## config.mk

```make
export PLATFORM = sky130hd
export DESIGN_NAME = pmod_als_spi_responder
export DESIGN_NICKNAME = d
export VERILOG_FILES = /design/src/rtl/pmod_als_resp_pkg.sv /design/src/rtl/spi_in_sync.sv /design/src/rtl/pmod_als_spi_responder.sv
export SDC_FILE = /design/constraint.sdc
export NUM_CORES = 1
export LEC_CHECK = 0
export BUFFER_PORTS_ARGS = -buffer_cell sky130_fd_sc_hd__buf_2
export CORE_UTILIZATION = 55
export DETAILED_ROUTE_END_ITERATION = 12
export PLACE_DENSITY = 0.77
export SYNTH_ARGS = -nofsm -noshare
export SYNTH_HDL_FRONTEND = slang
export SYNTH_HIERARCHICAL = 1
export SYNTH_SLANG_ARGS = --single-unit
```

## constraint.sdc

```tcl
create_clock -name clk -period 4.6 [get_ports clk]
set_input_delay 0.23 -clock clk [delete_from_list [all_inputs] [get_ports clk]]
set_output_delay 0.23 -clock clk [all_outputs]
set_load 0.02 [all_outputs]
```

## src/rtl/pmod_als_resp_pkg.sv

```systemverilog
// Shared state encoding, default geometry and pin idle levels for the PMOD ALS
// SPI responder.
package pmod_als_resp_pkg;

    typedef enum logic [1:0] {
        ST_IDLE  = 2'd0,
        ST_SHIFT = 2'd1,
        ST_DONE  = 2'd2
    } resp_state_t;

    localparam int DEF_DATA_W      = 8;
    localparam int DEF_LEAD_ZEROS  = 3;
    localparam int DEF_FRAME_BITS  = 16;
    localparam int DEF_SYNC_STAGES = 2;

    localparam logic CS_IDLE  = 1'b1;
    localparam logic SCK_IDLE = 1'b1;

endpackage

```

## src/rtl/spi_in_sync.sv

```systemverilog
// N-stage synchronizer for an asynchronous SPI pin, with an edge-detect flop
// producing single-cycle rise/fall pulses. Flops reset to the pin's idle level.
module spi_in_sync #(
    parameter int   STAGES  = 2,
    parameter logic RST_VAL = 1'b1
) (
    input  logic clk,
    input  logic rst,
    input  logic din,
    output logic level,
    output logic rise,
    output logic fall
);

    logic [STAGES-1:0] sync_q;
    logic              prev_q;

    if (STAGES < 2) begin : g_bad_stages
        $error("spi_in_sync: STAGES must be at least 2");
    end

    always_ff @(posedge clk) begin
        if (rst) begin
            sync_q <= {STAGES{RST_VAL}};
            prev_q <= RST_VAL;
        end else begin
            sync_q <= {sync_q[STAGES-2:0], din};
            prev_q <= sync_q[STAGES-1];
        end
    end

    assign level = sync_q[STAGES-1];
    assign rise  = level & ~prev_q;
    assign fall  = ~level & prev_q;

endmodule

```

## src/rtl/pmod_als_spi_responder.sv

```systemverilog
// SPI mode-3 slave modelling the PMOD ALS ADC: frames a host-written sample as
// leading zeros, data MSB first, trailing zeros. Define PMOD_ALS_RESP_ABORT_CNT_EN
// to add a saturating abort_count output.
module pmod_als_spi_responder
    import pmod_als_resp_pkg::*;
#(
    parameter int DATA_W      = DEF_DATA_W,
    parameter int LEAD_ZEROS  = DEF_LEAD_ZEROS,
    parameter int FRAME_BITS  = DEF_FRAME_BITS,
    parameter int SYNC_STAGES = DEF_SYNC_STAGES
) (
    input  logic              clk,
    input  logic              rst,
    input  logic [DATA_W-1:0] sample,
    input  logic              sample_we,
    input  logic              cs,
    input  logic              sck,
    output logic              sdo,
    output logic              busy,
    output logic              frame_done,
    output logic              frame_abort,
    output logic [15:0]       frames
`ifdef PMOD_ALS_RESP_ABORT_CNT_EN
    ,
    output logic [7:0]        abort_count
`endif
);

    localparam int TRAIL_ZEROS = FRAME_BITS - LEAD_ZEROS - DATA_W;
    localparam int CNT_W       = $clog2(FRAME_BITS + 1);
    localparam logic [CNT_W-1:0] LAST_RISE = CNT_W'(FRAME_BITS - 1);

    if (TRAIL_ZEROS < 0) begin : g_bad_frame
        $error("pmod_als_spi_responder: FRAME_BITS too small for LEAD_ZEROS + DATA_W");
    end

    resp_state_t           state_q, state_n;
    logic [FRAME_BITS-1:0] sh_q, sh_n, frame_word;
    logic [CNT_W-1:0]      cnt_q, cnt_n;
    logic [DATA_W-1:0]     hold_q, load_val;
    logic [SYNC_STAGES:0]  settle_q;
    logic                  armed_q;
    logic                  sdo_n, done_n, abort_n;
    logic [15:0]           frames_n;
    logic                  cs_lvl, cs_rise, cs_fall;
    logic                  sck_lvl_unused, sck_rise, sck_fall;

    spi_in_sync #(.STAGES(SYNC_STAGES), .RST_VAL(CS_IDLE)) u_cs_sync (
        .clk   (clk),
        .rst   (rst),
        .din   (cs),
        .level (cs_lvl),
        .rise  (cs_rise),
        .fall  (cs_fall)
    );

    spi_in_sync #(.STAGES(SYNC_STAGES), .RST_VAL(SCK_IDLE)) u_sck_sync (
        .clk   (clk),
        .rst   (rst),
        .din   (sck),
        .level (sck_lvl_unused),
        .rise  (sck_rise),
        .fall  (sck_fall)
    );

    // A write coinciding with the cs-fall is framed directly (bypass).
    always_comb begin
        load_val               = sample_we ? sample : hold_q;
        frame_word             = '0;
        frame_word[DATA_W-1:0] = load_val;
        frame_word             = frame_word << TRAIL_ZEROS;
    end

    always_comb begin
        state_n  = state_q;
        sh_n     = sh_q;
        cnt_n    = cnt_q;
        sdo_n    = sdo;
        done_n   = 1'b0;
        abort_n  = 1'b0;
        frames_n = frames;
        case (state_q)
            ST_IDLE: begin
                sdo_n = 1'b0;
                if (cs_fall && armed_q) begin
                    sh_n    = frame_word;
                    sdo_n   = frame_word[FRAME_BITS-1];
                    cnt_n   = '0;
                    state_n = ST_SHIFT;
                end
            end
            ST_SHIFT: begin
                if (cs_rise) begin
                    abort_n = 1'b1;
                    sdo_n   = 1'b0;
                    state_n = ST_IDLE;
                end else if (!cs_lvl) begin
                    if (sck_rise) begin
                        cnt_n = cnt_q + 1'b1;
                        if (cnt_q == LAST_RISE) begin
                            done_n   = 1'b1;
                            frames_n = frames + 16'd1;
                            sdo_n    = 1'b0;
                            state_n  = ST_DONE;
                        end
                    end else if (sck_fall && cnt_q != '0) begin
                        // The opening mode-3 fall carries no shift; MSB is already out.
                        sh_n  = sh_q << 1;
                        sdo_n = sh_n[FRAME_BITS-1];
                    end
                end
            end
            ST_DONE: begin
                sdo_n = 1'b0;
                if (cs_rise) state_n = ST_IDLE;
            end
            default: begin
                sdo_n   = 1'b0;
                state_n = ST_IDLE;
            end
        endcase
    end

    always_ff @(posedge clk) begin
        if (rst) begin
            state_q     <= ST_IDLE;
            sh_q        <= '0;
            cnt_q       <= '0;
            hold_q      <= '0;
            sdo         <= 1'b0;
            frame_done  <= 1'b0;
            frame_abort <= 1'b0;
            frames      <= '0;
            settle_q    <= '0;
            armed_q     <= 1'b0;
        end else begin
            state_q     <= state_n;
            sh_q        <= sh_n;
            cnt_q       <= cnt_n;
            sdo         <= sdo_n;
            frame_done  <= done_n;
            frame_abort <= abort_n;
            frames      <= frames_n;
            if (sample_we) hold_q <= sample;
            // cs must be seen high on the real pin after reset before a fall counts.
            settle_q <= {settle_q[SYNC_STAGES-1:0], 1'b1};
            if (settle_q[SYNC_STAGES] && cs_lvl) armed_q <= 1'b1;
        end
    end

    assign busy = (state_q == ST_SHIFT);

`ifdef PMOD_ALS_RESP_ABORT_CNT_EN
    always_ff @(posedge clk) begin
        if (rst) begin
            abort_count <= '0;
        end else if (abort_n && abort_count != 8'hFF) begin
            abort_count <= abort_count + 8'd1;
        end
    end
`endif

endmodule

```

==> flow_metrics.tcl, run 1 <==
set metrics [dict create \
    synth_xor_area_share_pct 2.71 \
    ant_nets 0 \
    rsz0062_at_grt "no" \
    io_buffers 32 \
    die_area_sq_mm 0.00438 \
    ys_seq_elements 54 \
    min_path_type "input pin to flip-flop" \
    cts.clk_slew.worst_paths_ns 0.10 \
    yosys-top-cells-count "dfxtp_1 (54), nor2_1 (23), a21oi_1 (21)" \
    synth_area_leaders "dfxtp_1 (48%), mux2i_1 (5.3%), a21oi_1 (4.6%), nor2_1 (3.8%), o21ai_0 (3.5%)" \
    synth_most_common_cell "dfxtp_1" \
    grt_start_max_net_pins 52 \
    grt_pass1_vias 1622 \
    place_area_sq_mm 0.00245 \
    die_w_um 66.2 \
    synth_top_area_share_pct 47.7 \
    max_clock_freq_mhz 403 \
    finalSetupViolCount 0 \
    fillCellCount 320 \
    synth-main-ff-cell "dfxtp_1" \
    initial_core_util_pct 59.6 \
    hold_viol_final 0 \
    antenna_found_initial 0 \
    drive_gt1_share_pct 15.5 \
    core-area_sq_mm 0.00380 \
    finalNetCount 294 \
    worstMarginPinSlew_ns 1.13 \
    worstPathMaxFanout 10 \
    finalCritPeriodShare_pct 54.0 \
    grt_pass1_wl_um 7300 \
    diodes 0 \
    slew_headroom_pct 24.0 \
    async_reset_ff_share_pct 0 \
    final.setup_skew_ns 0.00808 \
    htree_levels 2 \
    cts_setup_buffers 0 \
    leakage_uw 0.00103 \
    area_growth_pct 13.0 \
    multi_input_area_sq_mm 0.00111 \
    ir_drop_mv 0.266 \
    drtIter0Drc 109 \
    track_usage_pct 21.6 \
    cts_sinks 54 \
    yosysSeqAreaShare_pct 47.7 \
    start_kind "flip-flop" \
    synth-compound-area-share_pct 14.4 \
    period_minus_slack_ns 2.48 \
    drv_cap 0 \
    avgSynthCellArea_sq_um 9.13 \
    postLayoutCoreUtil_pct 67.4 \
    dp_hpwl_um 2820 \
    syn-num-nets 265 \
    outcome "finished, final reports clean" \
    synth-simple-area-share_pct 24.1 \
    cpMaxStageDelayCell "or4b_1" \
    std_cell_rows 22 \
    routed_wl_um 4210 \
    path_cells "ha_1 > and3_1 > ha_1 > nand3b_1 > or4b_1 > or4_1 > a21oi_1" \
    fin_tns_setup_ns 0 \
    die_y_um 66.2 \
    ys_types 46 \
    ff_latch_area_sq_mm 0.00108 \
    crit_type "flip-flop to flip-flop" \
    cts_tree "yes" \
    synth_top_family_by_area "simple AND/OR/NAND/NOR gates" \
    via_per_inst 5.60 \
    wl_per_cell_um 12.9 \
    ctsResizeCount 0 \
    clockBufferDepth 2 \
    post-synth-top-area-cell "dfxtp_1" \
    synthAdderAreaFrac_pct 2.21 \
    vias 1825 \
    cts.root.buffer_cell "clkbuf_8" \
    power_uw 829 \
    syn_area_sq_mm 0.00226 \
    finalInstanceArea_sq_mm 0.00256 \
    worst_setup_path_end_kind "flip-flop" \
    cp.arrival_ns 2.72 \
    cts_hold_buffers 0 \
    clock_latency_ns 0.30 \
    cpPeakStageDelay_ns 0.70 \
    synthMuxAreaShare_pct 5.80 \
    cp_common_cell "ha_1" \
    drc_errors 0 \
    power_density_mw_per_mm2 324 \
    dr.pass1.iters 4 \
    maxSlewViolCount 0 \
    holdWs_ns 0.0995 \
    synth_edf_count 0 \
    critPathRequiredTime_ns 4.84 \
    cts_made_buffers 5 \
    place.gp.congestion 0.801 \
    grt.overflow.total 0 \
    syn_inst 248 \
    ys_warn_count 6 \
    ioPinCount 33 \
]
## power breakdown
part,switching [uW],internal (uW)
combinational,20.2,13.8
sequential,3.10,476
clock,154,162
## logic make-up after synthesis
kind of cell | after synthesis
flops | 54
buf+inv | 18
fa+ha+maj | 4
simple gates | 98
xor+xnor | 7
mux | 13
compound gates | 54
## per-layer routing
metal / GRT usage (%) / part of all wire (%) / vias up
met4: 8.78 / 1.0 / 0
met2: 35.1 / 45 / 43
li1: - / - / 944
met5: 0 / 0 / -
met3: 4.48 / 4.1 / 4
met1: 27.8 / 50 / 834
## flip-flops by register name (all words and copies together), names as in the netlist, 2 cells and up
name	cells
frames	16
settle_q	3
sh_q	10
state_q	2
u_cs_sync/sync_q	2
u_sck_sync/sync_q	2
hold_q	8
cnt_q	5
## critical path, delay by kind of cell, from the launching register on
kind                     cells  cell delay [ns]
AND/OR/NAND/NOR              4             1.52
adder cells (fa/ha/maj)      2             0.33
flip-flops                   1             0.41
AO/OA/AOI/OAI                1             0.14
## final cells by class
cell class / instances / share of cell area (%)
Tap cell: 48 / 2.35
Clock buffer: 5 / 2.69
Sequential cell: 54 / 42.2
Multi-Input combinational cell: 176 / 43.5
Clock inverter: 3 / 1.76
Timing Repair Buffer: 32 / 6.26
Inverter: 8 / 1.17
## per-stage QoR
stage                     setup slack [ns]  cells
final                                 2.12    326
after global routing                  1.94    326
after CTS                             2.11    326
after detailed placement              2.15    318
after global placement                2.18    318
after floorplan                       2.33    248
## placed cells by master, fill, tap and decap left out, types with 2 or more instances in the layout
| cell | count |
|---|---|
| o21ai_1 | 2 |
| nor3_1 | 4 |
| nand4_1 | 5 |
| nand3_1 | 6 |
| and2b_1 | 3 |
| o2111ai_1 | 7 |
| nor2_1 | 23 |
| or2_1 | 6 |
| nor3b_1 | 2 |
| nor2b_1 | 6 |
| and4_1 | 3 |
| o21ai_0 | 16 |
| and3_1 | 3 |
| mux2i_1 | 12 |
| ha_1 | 4 |
| clkinvlp_4 | 2 |
| o21a_1 | 2 |
| buf_2 | 32 |
| nand2_1 | 16 |
| xor2_1 | 3 |
| a21oi_1 | 21 |
| clkbuf_8 | 5 |
| inv_1 | 7 |
| nor4_1 | 2 |
| dfxtp_1 | 54 |
| xnor2_1 | 4 |
| or3_1 | 8 |
## worst paths after layout
path         cells past startpoint                               to  slack (ns)                            start
max                              7          frames[15]$_SDFFE_PP0P_        2.12            cnt_q[0]$_SDFFE_PP0P_
min reg2reg                      1  u_sck_sync/sync_q[1]$_SDFF_PP1_        0.42  u_sck_sync/sync_q[0]$_SDFF_PP1_
max reg2reg                      7          frames[15]$_SDFFE_PP0P_        2.12            cnt_q[0]$_SDFFE_PP0P_
min                              2  u_sck_sync/sync_q[0]$_SDFF_PP1_         0.1                              sck
No activity file was read; power rests on OpenSTA's default activity.
==> inputs of run 2 (changes only) <==
--- a/config.mk
+++ b/config.mk
@@ -5,10 +5,11 @@
 export SDC_FILE = /design/constraint.sdc
 export NUM_CORES = 1
 export LEC_CHECK = 0
+export ABC_AREA = 1
 export BUFFER_PORTS_ARGS = -buffer_cell sky130_fd_sc_hd__buf_2
-export CORE_UTILIZATION = 55
+export CORE_UTILIZATION = 51
 export DETAILED_ROUTE_END_ITERATION = 12
-export PLACE_DENSITY = 0.77
+export PLACE_DENSITY = 0.75
 export SYNTH_ARGS = -nofsm -noshare
 export SYNTH_HDL_FRONTEND = slang
 export SYNTH_HIERARCHICAL = 1
==> constraint.sdc (replaced) <==
create_clock -name clk -period 2 [get_ports clk]
set_input_delay 0.1 -clock clk [delete_from_list [all_inputs] [get_ports clk]]
set_output_delay 0.1 -clock clk [all_outputs]
set_load 0.02 [all_outputs]
==> run 2 against run 1 <==
Against the previous run: synthesized area up 9.8%; clock-buffer cell count rose by 1; critical endpoint is now frames[7]$_SDFFE_PP0P_; largest power group unchanged; utilization fell by 6.8 points.
==> flow_metrics.tcl, run 2 <==
set metrics [dict create \
    final_cell_mix "nor2_1 (80), inv_1 (65), nand2_1 (64), dfxtp_1 (54), buf_2 (32)" \
    path_cells "ha_1 > nand2_1 > nor2_1 > ha_1 > nand2_1 > nor2_4 > buf_4 > nand3_1 > o21ai_0 > a21oi_1" \
    clockBufferDepth 2 \
    cpMaxStageDelayCell "dfxtp_1" \
    worst-path-buf-inv 1 \
    start_kind "flip-flop" \
    worst_setup_path_end_kind "flip-flop" \
    drive_gt1_share_pct 14.4 \
    slew_headroom_pct 49.7 \
    postLayoutCoreUtil_pct 60.6 \
    ir_drop_mv 0.457 \
    io_buffers 32 \
    largest_register_ffs 16 \
    synth_edf_count 0 \
    avgSynthCellArea_sq_um 6.76 \
    outcome "finished, final reports clean" \
    cts.clk_slew.worst_paths_ns 0.10 \
    crit_family "simple AND/OR/NAND/NOR gates" \
    core-area_sq_mm 0.00469 \
    cts_tree "yes" \
    ys_types 26 \
    critPathRequiredTime_ns 2.20 \
    maxSlewViolCount 0 \
    final_common_cell "nor2_1" \
    grt_pass1_vias 1881 \
    yosys-top-cells-count "nor2_1 (81), inv_1 (65), nand2_1 (64)" \
    finalSetupViolCount 0 \
    clock_latency_ns 0.31 \
    period_minus_slack_ns 1.86 \
    initial_core_util_pct 53.0 \
    routed_wl_um 4810 \
    die_y_um 71.8 \
    syn_inst 368 \
    area_growth_pct 14.4 \
    worstPathMaxFanout 6 \
    cpPeakStageDelay_ns 0.39 \
    finalNetCount 425 \
    ys_warn_count 6 \
    crit_type "flip-flop to flip-flop" \
    dp_hpwl_um 3300 \
    leakage_uw 0.00132 \
    synth_most_common_cell "nor2_1" \
    place.gp.congestion 0.849 \
    max_clock_freq_mhz 536 \
    cts_sinks 54 \
    power_density_mw_per_mm2 713 \
    min_path_type "input pin to flip-flop" \
    drtIter0Drc 134 \
    die_w_um 71.8 \
    ioPinCount 33 \
    post-synth-top-area-cell "dfxtp_1" \
    worstMarginPinSlew_ns 0.753 \
    synth_top_area_share_pct 43.5 \
    antenna_found_initial 0 \
    drv_cap 0 \
    track_usage_pct 19.5 \
    drc_errors 0 \
    async_reset_ff_share_pct 0 \
    synth_area_leaders "dfxtp_1 (43%), nor2_1 (12%), inv_1 (9.8%), nand2_1 (9.7%), nand3_1 (4.8%)" \
    ant_nets 0 \
    final.setup_skew_ns 0.0103 \
    cts_made_buffers 5 \
    ff_latch_area_sq_mm 0.00108 \
    htree_levels 2 \
    vias 2228 \
    diodes 0 \
    yosysSeqAreaShare_pct 43.5 \
    die_area_sq_mm 0.00516 \
    cts.root.buffer_cell "clkbuf_8" \
    fillCellCount 442 \
    grt.overflow.total 0 \
    hold_viol_final 0 \
    fin_tns_setup_ns 0 \
    ys_seq_elements 54 \
    grt_pass1_wl_um 8000 \
    grt_start_max_net_pins 27 \
    syn_area_sq_mm 0.00249 \
    via_per_inst 4.81 \
    top_regs "frames (16), sh_q (10), hold_q (8)" \
    synth-main-ff-cell "dfxtp_1" \
    dr.pass1.iters 4 \
    finalCritPeriodShare_pct 93.2 \
    wl_per_cell_um 10.4 \
    std_cell_rows 25 \
    largest-register "frames" \
    cp.arrival_ns 2.06 \
    multi_input_area_sq_mm 0.00112 \
    syn-num-nets 385 \
]
-- run 2: changes by cell type in the layout (fill, tap and decap cells not counted), moves of 4 or more --
cell	delta
inv_1	+58
nor2_1	+57
nand2_1	+48
nand3_1	+18
mux2i_1	-12
or3_1	-8
o2111ai_1	-7
buf_4	+6
nor2b_1	-6
or2_1	-6
xnor2_1	-4
-- run 2: stage by stage --
stage	worst slack (ns)	cell area (sq um)	instances	power (uW)	hold WS, ns
after floorplan	0.423	2490	368	1360	0.177
after global placement	0.216	2700	449	1410	0.268
after detailed placement	0.141	2700	449	1420	0.276
after CTS	0.113	2810	459	2040	0.139
after global routing	-0.00770	2850	463	2120	0.164
final	0.136	2850	463	2030	0.135
-- run 2: path summary, 6_finish.rpt --
check,start,to,slack [ns],cells past startpoint
worst max register to register,cnt_q[1]$_SDFFE_PP0P_,frames[7]$_SDFFE_PP0P_,0.14,10
worst max-delay path,cnt_q[1]$_SDFFE_PP0P_,frames[7]$_SDFFE_PP0P_,0.14,10
worst min register to register,settle_q[0]$_DFF_P_,settle_q[1]$_SDFF_PP0_,0.41,2
worst min-delay path,sample[0],hold_q[0]$_SDFF_PP0_,0.14,5
-- run 2: kinds of logic after synthesis --
kind of cell | count (synthesis) | synth area share (%)
buffers and inverters | 75 | 11.7
AOI/OAI and AO/OA | 46 | 9.61
DFF | 54 | 43.5
adders and majority gates | 4 | 2.01
and+or+nand+nor | 185 | 31.8
xor gates and xnor gates | 4 | 1.41
-- run 2: per-layer routing --
layer | GRT usage (%) | vias to the layer above | part of all wire [%]
met5 | 0 | - | 0
met4 | 5.88 | 0 | 1.2
met3 | 4.22 | 7 | 3.5
met2 | 33.5 | 40 | 46
met1 | 24.4 | 981 | 49
li1 | - | 1200 | -
-- run 2: final cells by class --
type / instances / share of cell area (%)
Multi-Input combinational cell: 240 / 39.5
Inverter: 67 / 8.88
Sequential cell: 54 / 38.0
Clock buffer: 6 / 2.90
Clock inverter: 2 / 0.440
Tap cell: 54 / 2.37
Timing Repair Buffer: 40 / 7.92
-- run 2: worst register-to-register path, delay by kind of cell (launching register included) --
family          cells  cell delay [ns]
compound gates      2             0.23
flops               1             0.39
buf+inv             1             0.15
fa+ha+maj           2             0.38
simple gates        5             0.61
-- run 2: report_power, final --
part / internal, uW / switching, uW / leakage (uW)
logic: 89.3 / 162 / 0.000833
registers: 1120 / 23.2 / 0.000440
clock network: 279 / 351 / 0.0000472
total: 1490 / 536 / 0.00132
-- run 2: what timing repair did --
| item | in CTS | in global routing |
|---|---|---|
| endpoints found under the setup margin | 0 | 4 |
| hold endpoints to repair | 2 | 0 |
| gates resized for setup | 0 | 1 |
| setup buffers | 0 | 3 |
| hold buffers | 2 | 0 |
==> inputs of run 3 (changes only) <==
--- a/config.mk
+++ b/config.mk
@@ -9,7 +9,9 @@
 export BUFFER_PORTS_ARGS = -buffer_cell sky130_fd_sc_hd__buf_2
 export CORE_UTILIZATION = 51
 export DETAILED_ROUTE_END_ITERATION = 12
-export PLACE_DENSITY = 0.75
+export GPL_TIMING_DRIVEN = 0
+export PLACE_DENSITY_LB_ADDON = 0.12
+export SKIP_LAST_GASP = 1
 export SYNTH_ARGS = -nofsm -noshare
 export SYNTH_HDL_FRONTEND = slang
 export SYNTH_HIERARCHICAL = 1
==> run 3 against run 2 <==
Against the previous run: final cell count grew 0.86%; highest routed layer unchanged; sequential share of layout area is 0.53 points lower; global-route usage up 0.76 points; worst setup slack improved by 0.045 ns; largest power group unchanged.
==> flow_metrics.tcl, run 3 (synthesized netlist as in run 2, its figures left out) <==
set metrics [dict create \
    outcome "finished, final reports clean" \
    power.switching_uw 555 \
    p_int_uw 1590 \
    routed_wl_um 4820 \
    min_path_type "input pin to flip-flop" \
    htree_levels 2 \
    place.gp.congestion 0.861 \
    final.setup_skew_ns 0.00868 \
    multi_input_area_sq_mm 0.00112 \
    core-area_sq_mm 0.00469 \
    dp_hpwl_um 3490 \
    die_y_um 71.8 \
    final_common_cell "nor2_1" \
    cts.root.buffer_cell "clkbuf_8" \
    vias 2215 \
    setup_slack_ns 0.181 \
    worstPathMaxFanout 4 \
    worstMarginPinSlew_ns 0.507 \
    max_clock_freq_mhz 550 \
    r2r.worst_path.cells 12 \
    cts_sinks 54 \
    die_w_um 71.8 \
    maxSlewViolCount 0 \
    fillCellCount 441 \
    ant_nets 0 \
    finalNetCount 429 \
    drive_gt1_share_pct 14.3 \
    power_density_mw_per_mm2 742 \
    wl_per_cell_um 10.3 \
    track_usage_pct 20.2 \
    min_path_cells 2 \
    dr.pass1.iters 4 \
    crit_type "flip-flop to flip-flop" \
    cp.arrival_ns 2.07 \
    cts.clk_slew.worst_paths_ns 0.10 \
    area_growth_pct 16.1 \
    initial_core_util_pct 53.0 \
    worst_setup_path_end_kind "flip-flop" \
    period_minus_slack_ns 1.82 \
    drc_errors 0 \
    diodes 0 \
    top_regs "frames (16), sh_q (10), hold_q (8)" \
    seq_power_share_pct 53.6 \
    via_per_inst 4.74 \
    rsz0062_at_grt "no" \
    ir_drop_mv 0.406 \
    clock_latency_ns 0.31 \
    largest-register "frames" \
    slew_headroom_pct 66.2 \
    fin_tns_setup_ns 0 \
    io_buffers 32 \
    largest_register_ffs 16 \
    grt_start_max_net_pins 18 \
    grt_pass1_wl_um 8090 \
    pwr-share-comb_pct 12.0 \
    std_cell_rows 25 \
    finalSetupViolCount 0 \
    start_kind "flip-flop" \
    cts_tree "yes" \
    switching_share_pct 25.9 \
    leakage_uw 0.00133 \
    ioPinCount 33 \
    critPathRequiredTime_ns 2.25 \
    pre_cts_ws_ns 0.146 \
    final_cell_mix "nor2_1 (80), inv_1 (65), nand2_1 (64), dfxtp_1 (54), buf_2 (35)" \
    clockBufferDepth 2 \
    drtIter0Drc 105 \
    ff_latch_area_sq_mm 0.00108 \
    drv_cap 0 \
    finalCritPeriodShare_pct 91.0 \
    p_clk_share_pct 34.5 \
    grt.overflow.total 0 \
    die_area_sq_mm 0.00516 \
    cts_made_buffers 5 \
    antenna_found_initial 0 \
    grt_pass1_vias 1846 \
    hold_viol_final 0 \
]
==> run 3: cell type report <==
class | count | share of cell area [%]
buffer | 8 | 1.30
clock buffer | 5 | 2.39
clock inverter | 3 | 1.56
inverter | 67 | 8.76
multi-input combinational | 239 | 38.7
sequential | 54 | 37.5
tap | 54 | 2.34
timing repair buffer | 37 | 7.46
==> run 3: what timing repair did <==
action / 4_1_cts / 5_1_grt
endpoints found under the hold margin: 2 / 0
buffers inserted: 0 / 3
gates resized for setup: 0 / 1
endpoints found under the setup margin: 0 / 10
hold buffers: 2 / 0
==> run 3: metal layers <==
metal  share of wire (%)  track usage, %  vias up  wire (um)
li1                    -               -     1210          -
met1                  48            25.1      950       2330
met2                  46            34.4       49       2200
met3                 4.3            4.22        6        209
met4                 1.6            7.84        0         76
met5                   0               0        -          0
==> run 3: power groups by stage <==
stage	sequential [uW]	clock [uW]	combinational, uW
after floorplan	1170	0	194
after global placement	1170	0	248
after detailed placement	1170	0	255
after CTS	1150	760	259
after global routing	1150	802	295
final	1150	738	256
==> run 3: per-stage QoR <==
step	utilization (%)	std cells	instance area, sq um	hold WS [ns]	power, uW
6_report	61.5	467	2890	0.0847	2140
5_1_grt	61.5	467	2890	0.0670	2250
4_1_cts	60.7	464	2850	0.0711	2170
3_5_place_dp	57.8	454	2710	0.282	1430
3_3_place_gp	57.8	454	2710	0.270	1420
2_1_floorplan	-	368	2490	0.177	1360
==> run 3: critical path, cell delays in order (launching register included) <==
cell	delay, ns
dfxtp_1	0.39
ha_1	0.20
nand2_1	0.07
nor2_1	0.10
ha_1	0.19
nand2_1	0.10
nor2_4	0.14
buf_4	0.15
buf_12	0.10
nand4_1	0.11
nand2_1	0.09
nand2_1	0.05
nor2_1	0.09
==> run 3: path summary, 6_finish.rpt <==
kind | start | endpoint | slack (ns)
worst max-delay path | cnt_q[1]$_SDFFE_PP0P_ | frames[15]$_SDFFE_PP0P_ | 0.18
worst min-delay path | rst | frame_abort$_SDFF_PP0_ | 0.08
worst max register to register | cnt_q[1]$_SDFFE_PP0P_ | frames[15]$_SDFFE_PP0P_ | 0.18
worst min register to register | settle_q[1]$_SDFF_PP0_ | settle_q[2]$_SDFF_PP0_ | 0.41
